### src/rtl/vga_out_pkg.sv
// Shared types and constants for the VGA output stage.
package vga_out_pkg;

  typedef enum logic [1:0] {
    SYNC_WAIT = 2'd0,
    RUN       = 2'd1,
    MUTED     = 2'd2
  } vga_state_t;

  localparam int PIPE_DEPTH_DEF = 2;
  localparam int PIPE_DEPTH_MAX = 4;
  localparam int PIPE_WIDTH     = 5;  // {hsync, vsync, rgb[2:0]}

endpackage

### src/rtl/vga_delay_line.sv
// Fixed-latency register pipeline with asynchronous reset to a chosen level.
module vga_delay_line #(
  parameter int              WIDTH     = 5,
  parameter int              DEPTH     = 2,
  parameter logic [WIDTH-1:0] RESET_VAL = '0
) (
  input  logic             clk,
  input  logic             reset,
  input  logic [WIDTH-1:0] d,
  output logic [WIDTH-1:0] q
);

  logic [WIDTH-1:0] stage [DEPTH];

  // Shift the input through DEPTH registers; reset forces every stage inactive.
  always_ff @(posedge clk or negedge reset) begin
    if (!reset) begin
      for (int i = 0; i < DEPTH; i++) stage[i] <= RESET_VAL;
    end else begin
      stage[0] <= d;
      for (int i = 1; i < DEPTH; i++) stage[i] <= stage[i-1];
    end
  end

  assign q = stage[DEPTH-1];

endmodule

### src/rtl/vga_out_stage.sv
// Final video output stage: frame-synchronous mute FSM, colour gating,
// aligned sync/colour delay and a free-running frame counter.
//
//   state     | meaning
//   ----------+--------------------------------------------------------
//   SYNC_WAIT | after reset, no frame start seen yet; sync passes, video black
//   RUN       | video enabled; visible pixels forwarded
//   MUTED     | video blanked on request; sync keeps running
module vga_out_stage
  import vga_out_pkg::*;
#(
  parameter int PIPE_DEPTH = PIPE_DEPTH_DEF,
  parameter bit OUT_INVERT = 1'b0
) (
  input  logic        clk,
  input  logic        reset,
  input  logic        hsync_i,
  input  logic        vsync_i,
  input  logic        display_on_i,
  input  logic [2:0]  rgb_i,
  input  logic        mute_req,
  output logic        hsync,
  output logic        vsync,
  output logic [2:0]  rgb,
  output logic [15:0] frame_cnt,
  output logic        out_valid
);

  if (PIPE_DEPTH < 1 || PIPE_DEPTH > PIPE_DEPTH_MAX) begin : g_bad_depth
    $error("vga_out_stage: PIPE_DEPTH out of range 1..4");
  end

  localparam logic [PIPE_WIDTH-1:0] PIPE_IDLE = {OUT_INVERT, OUT_INVERT, 3'b000};

  vga_state_t            state_q, state_d;
  logic                  vsync_prev_q;
  logic                  frame_start;
  logic                  out_valid_q;
  logic [15:0]           cnt_q;
  logic [2:0]            rgb_gated;
  logic [PIPE_WIDTH-1:0] pipe_d, pipe_q;

  // History resets high so a vsync already high at release is not a frame start.
  assign frame_start = vsync_i & ~vsync_prev_q;

  // Next state: transitions happen only on a frame start, so mute never tears a frame.
  always_comb begin
    state_d = state_q;
    if (frame_start) begin
      case (state_q)
        SYNC_WAIT: state_d = mute_req ? MUTED : RUN;
        RUN:       if (mute_req)  state_d = MUTED;
        MUTED:     if (!mute_req) state_d = RUN;
        default:   state_d = SYNC_WAIT;
      endcase
    end
  end

  // State register, valid flag decoded alongside it, vsync history and frame counter.
  always_ff @(posedge clk or negedge reset) begin
    if (!reset) begin
      state_q      <= SYNC_WAIT;
      out_valid_q  <= 1'b0;
      vsync_prev_q <= 1'b1;
      cnt_q        <= 16'h0000;
    end else begin
      state_q      <= state_d;
      out_valid_q  <= (state_d == RUN);
      vsync_prev_q <= vsync_i;
      // Written every cycle; the add wraps naturally from FFFF to 0000.
      cnt_q        <= cnt_q + {15'd0, frame_start};
    end
  end

  // Colour gate uses the state before this cycle's update.
  always_comb begin
    rgb_gated = 3'b000;
    if (state_q == RUN && display_on_i) rgb_gated = rgb_i;
  end

  // Polarity is applied before the pipeline so the reset level equals the idle level.
  assign pipe_d = {hsync_i ^ OUT_INVERT, vsync_i ^ OUT_INVERT, rgb_gated};

  vga_delay_line #(
    .WIDTH     (PIPE_WIDTH),
    .DEPTH     (PIPE_DEPTH),
    .RESET_VAL (PIPE_IDLE)
  ) u_delay (
    .clk   (clk),
    .reset (reset),
    .d     (pipe_d),
    .q     (pipe_q)
  );

  assign hsync     = pipe_q[4];
  assign vsync     = pipe_q[3];
  assign rgb       = pipe_q[2:0];
  assign frame_cnt = cnt_q;
  assign out_valid = out_valid_q;

endmodule

### config.mk
export PLATFORM = sky130hd
export DESIGN_NAME = vga_out_stage
export DESIGN_NICKNAME = d
export VERILOG_FILES = /design/src/rtl/vga_out_pkg.sv /design/src/rtl/vga_delay_line.sv /design/src/rtl/vga_out_stage.sv
export SDC_FILE = /design/constraint.sdc
export NUM_CORES = 1
export LEC_CHECK = 0
export BUFFER_PORTS_ARGS = -buffer_cell sky130_fd_sc_hd__buf_2
export CAP_MARGIN = 30
export CORE_MARGIN = 8
export CORE_UTILIZATION = 54
export DETAILED_ROUTE_END_ITERATION = 10
export PLACE_DENSITY = 0.92
export SLEW_MARGIN = 20
export SYNTH_ARGS = -nofsm -noshare
export SYNTH_HDL_FRONTEND = slang
export SYNTH_SLANG_ARGS = --single-unit
### constraint.sdc
create_clock -name clk -period 4.8 [get_ports clk]
set_input_delay 0.24 -clock clk [delete_from_list [all_inputs] [get_ports clk]]
set_output_delay 0.24 -clock clk [all_outputs]
set_load 0.02 [all_outputs]
==> flow_summary_export.csv <==
group,metric,value,unit
run_status,status,"completed",
finish,drive_gt1_frac,0.3680,
sta,finClkSkew,0.008802,ns
floorplanning,io_pins,31,
sta,grt_setup_unrepaired,"no",
setup_path,cp-start-kind,"flip-flop",
cts,numCtsBuffers,5,
synthesis,avgSynthCellArea,13.45,um2
global_route,grt_max_degree,31,
route,ant_nets,0,
sta,slew-limit-headroom,0.5780,
global_route,first_global_vias,801,
synthesis,syn_nets,99,
place,gp_congestion,0.7819,
place,dp.cells,143,
cts,path_clk_slew,0.09,ns
power_and_ir_drop,power.total,0.5943,mW
route,drt-initial-drc-count,17,
setup_path,worstSetupPathType,"flip-flop to flip-flop",
synthesis,synth-async-reset-ratio,1.000,
finish,final_cell_mix,"30 x buf_2, 29 x dfrtp_1, 10 x xor2_1, 7 x nor2_1, 5 x clkbuf_4",
floorplanning,die-area,3946,um2
finish,area_growth,20.82,%
floorplanning,die-width,62.82,um
cts,clkLatencyLatePin,0.33,ns
setup_path,crit_path_start,"vsync_prev_q",
cts,cts_tree,"yes",
run,maxCapViolations,0,
route,wirelength,2095,um
cts,clock_sinks,30,
setup_path,critPathMaxFanout,6,
cts,cts.path.max_buffers,2,
cts,h-tree-depth,2,
route,drt-vias-per-instance,4.908,
global_route,grt_pass1_wl,3560,um
setup_path,crit_path_end_kind,"flip-flop",
synthesis,synth_seq_cells,30,
finish,stdcell_count,153,
route,firstDrtPassIters,4,
hold_path,hold_start,"vsync_i",
sta,setup_viol,0,
synthesis,ys.flop_type,"dfrtp_1",
sta,hold_viol,0,
sta,slew_viol_final,0,
power_and_ir_drop,leakagePower,0.7482,nW
setup_path,cp.arrival,2.12,ns
power_and_ir_drop,ir_drop,0.3171,mV
floorplanning,core,2148,um2
sta,tightest_slew,0.6330,ns
sta,final.period_utilization,0.3901,
synthesis,ys_types,21,
sta,finalSetupTns,0,ns
place,io_buffers,30,
synthesis,synthCells,88,
global_route,grt_usage,0.1147,
floorplanning,rows,17,
synthesis,synth_area_leaders,"dfrtp_1 61%, xor2_1 7.4%, nor4_2 4.2%",
finish,layout.nets,135,
setup_path,r2r-start,"vsync_prev_q",
setup_path,crit_required,5.05,ns
power_and_ir_drop,power.density,415.5,nW/um2
sta,finalCriticalPeriod,1.872,ns
sta,fmax,534.1,MHz
finish,antenna_cells,0,
synthesis,syn-cell-area,1184,um2
cts,cts_root_buffer,"clkbuf_4",
global_route,antenna_found_initial,0,
synthesis,synth_edf_count,0,
synthesis,ys_warn_count,0,
hold_path,hold_path_class,"primary input to flip-flop",
floorplanning,die_y,62.82,um
synthesis,yosysTopAreaCell,"dfrtp_1",
synthesis,yosysTopAreaCellShare,0.6131,
route,drc_errors,0,
finish,final_common_cell,"buf_2",
floorplanning,initial_core_util,0.5510,
route,wl_per_cell,13.69,um
place,dpl.hpwl,1583,um
sta,whs,0.02860,ns
global_route,grt-ovfl-total,0,
route,via_count,751,
synthesis,synth-seq-area-share,0.6353,
-- worst max-delay path, cell delays in order (launching register included) --
cell,delay (ns)
dfstp_2,0.37
nand2b_1,0.18
inv_1,0.13
ha_1,0.22
ha_1,0.21
nand3_1,0.24
nor3_1,0.30
xor2_1,0.16
-- metrics by stage --
step | setup slack, ns | util | cell area, um2
after global placement | 3.055 | 0.6267 | 1346
after floorplan | 3.120 | - | 1184
after global routing | 2.749 | 0.6657 | 1430
after CTS | 2.908 | 0.6610 | 1420
after detailed placement | 2.938 | 0.6267 | 1346
final | 2.928 | 0.6657 | 1430
-- path summary, 6_finish.rpt --
check                                 to  slack, ns  cells past startpoint
max                        frame_cnt[10]       2.93                      7
min                         vsync_prev_q       0.03                      1
max reg2reg                frame_cnt[10]       2.93                      7
min reg2reg                 u_delay.q[3]       0.36                      0
max in group asynchronous   frame_cnt[3]       3.92                      2
min in group asynchronous   u_delay.q[1]       0.46                      2
-- timing repair --
action,4_1_cts,5_1_grt
setup buffers,0,0
resized for setup,0,0
endpoints found under the hold margin,29,1
hold buffers,1,1
-- state kept, by name, indices dropped and copies added, names as in the netlist --
name and cells:
u_delay.q 5, u_delay.stage 5, frame_cnt 16, out_valid 1
state_q 2, vsync_prev_q 1
-- report_power, final --
group	internal [mW]	switching (mW)	total [mW]
sequential	0.287	0.0388	0.326
combinational	0.0425	0.0697	0.112
clock	0.0703	0.0861	0.156
total	0.400	0.195	0.594
-- cell usage after synthesis (2+ instances only) --
library cell   n
buf_4          3
inv_1          4
and2_1         3
dfrtp_1       29
a22o_1         2
nand2_1        3
nor2_1         7
xor2_1        10
a21oi_1        2
nand3_1        4
xnor2_1        4
nor3_1         4
nor4_2         4
ha_1           2
-- cell families (layout without fill, tap and decap cells) --
group,Yosys count,after routing,share of synthesized area
buffers and inverters,7,44,0.03171
adder cells (fa/ha/maj),2,2,0.02114
XOR/XNOR,14,14,0.1036
AO/OA/AOI/OAI,4,4,0.02326
flip-flops,30,30,0.6353
AND/OR/NAND/NOR,31,31,0.1850
-- final cells by class --
class	count	area, um2
Clock buffer	6	51.30
Clock inverter	2	12.51
Fill cell	165	718.2
Inverter	4	15.01
Multi-Input combinational cell	51	394.1
Sequential cell	30	752.0
Tap cell	28	35.03
Timing Repair Buffer	32	170.2
-- routing by layer --
| metal | global-route usage | vias to the layer above | routed length, um |
|---|---|---|---|
| met5 | 0 | - | 0 |
| met1 | 0.1258 | 356 | 914 |
| met2 | 0.1721 | 26 | 992 |
| li1 | - | 364 | - |
| met3 | 0.04480 | 5 | 131 |
| met4 | 0.09402 | 0 | 56 |
Note: power is estimated with default switching activity, not from simulation.
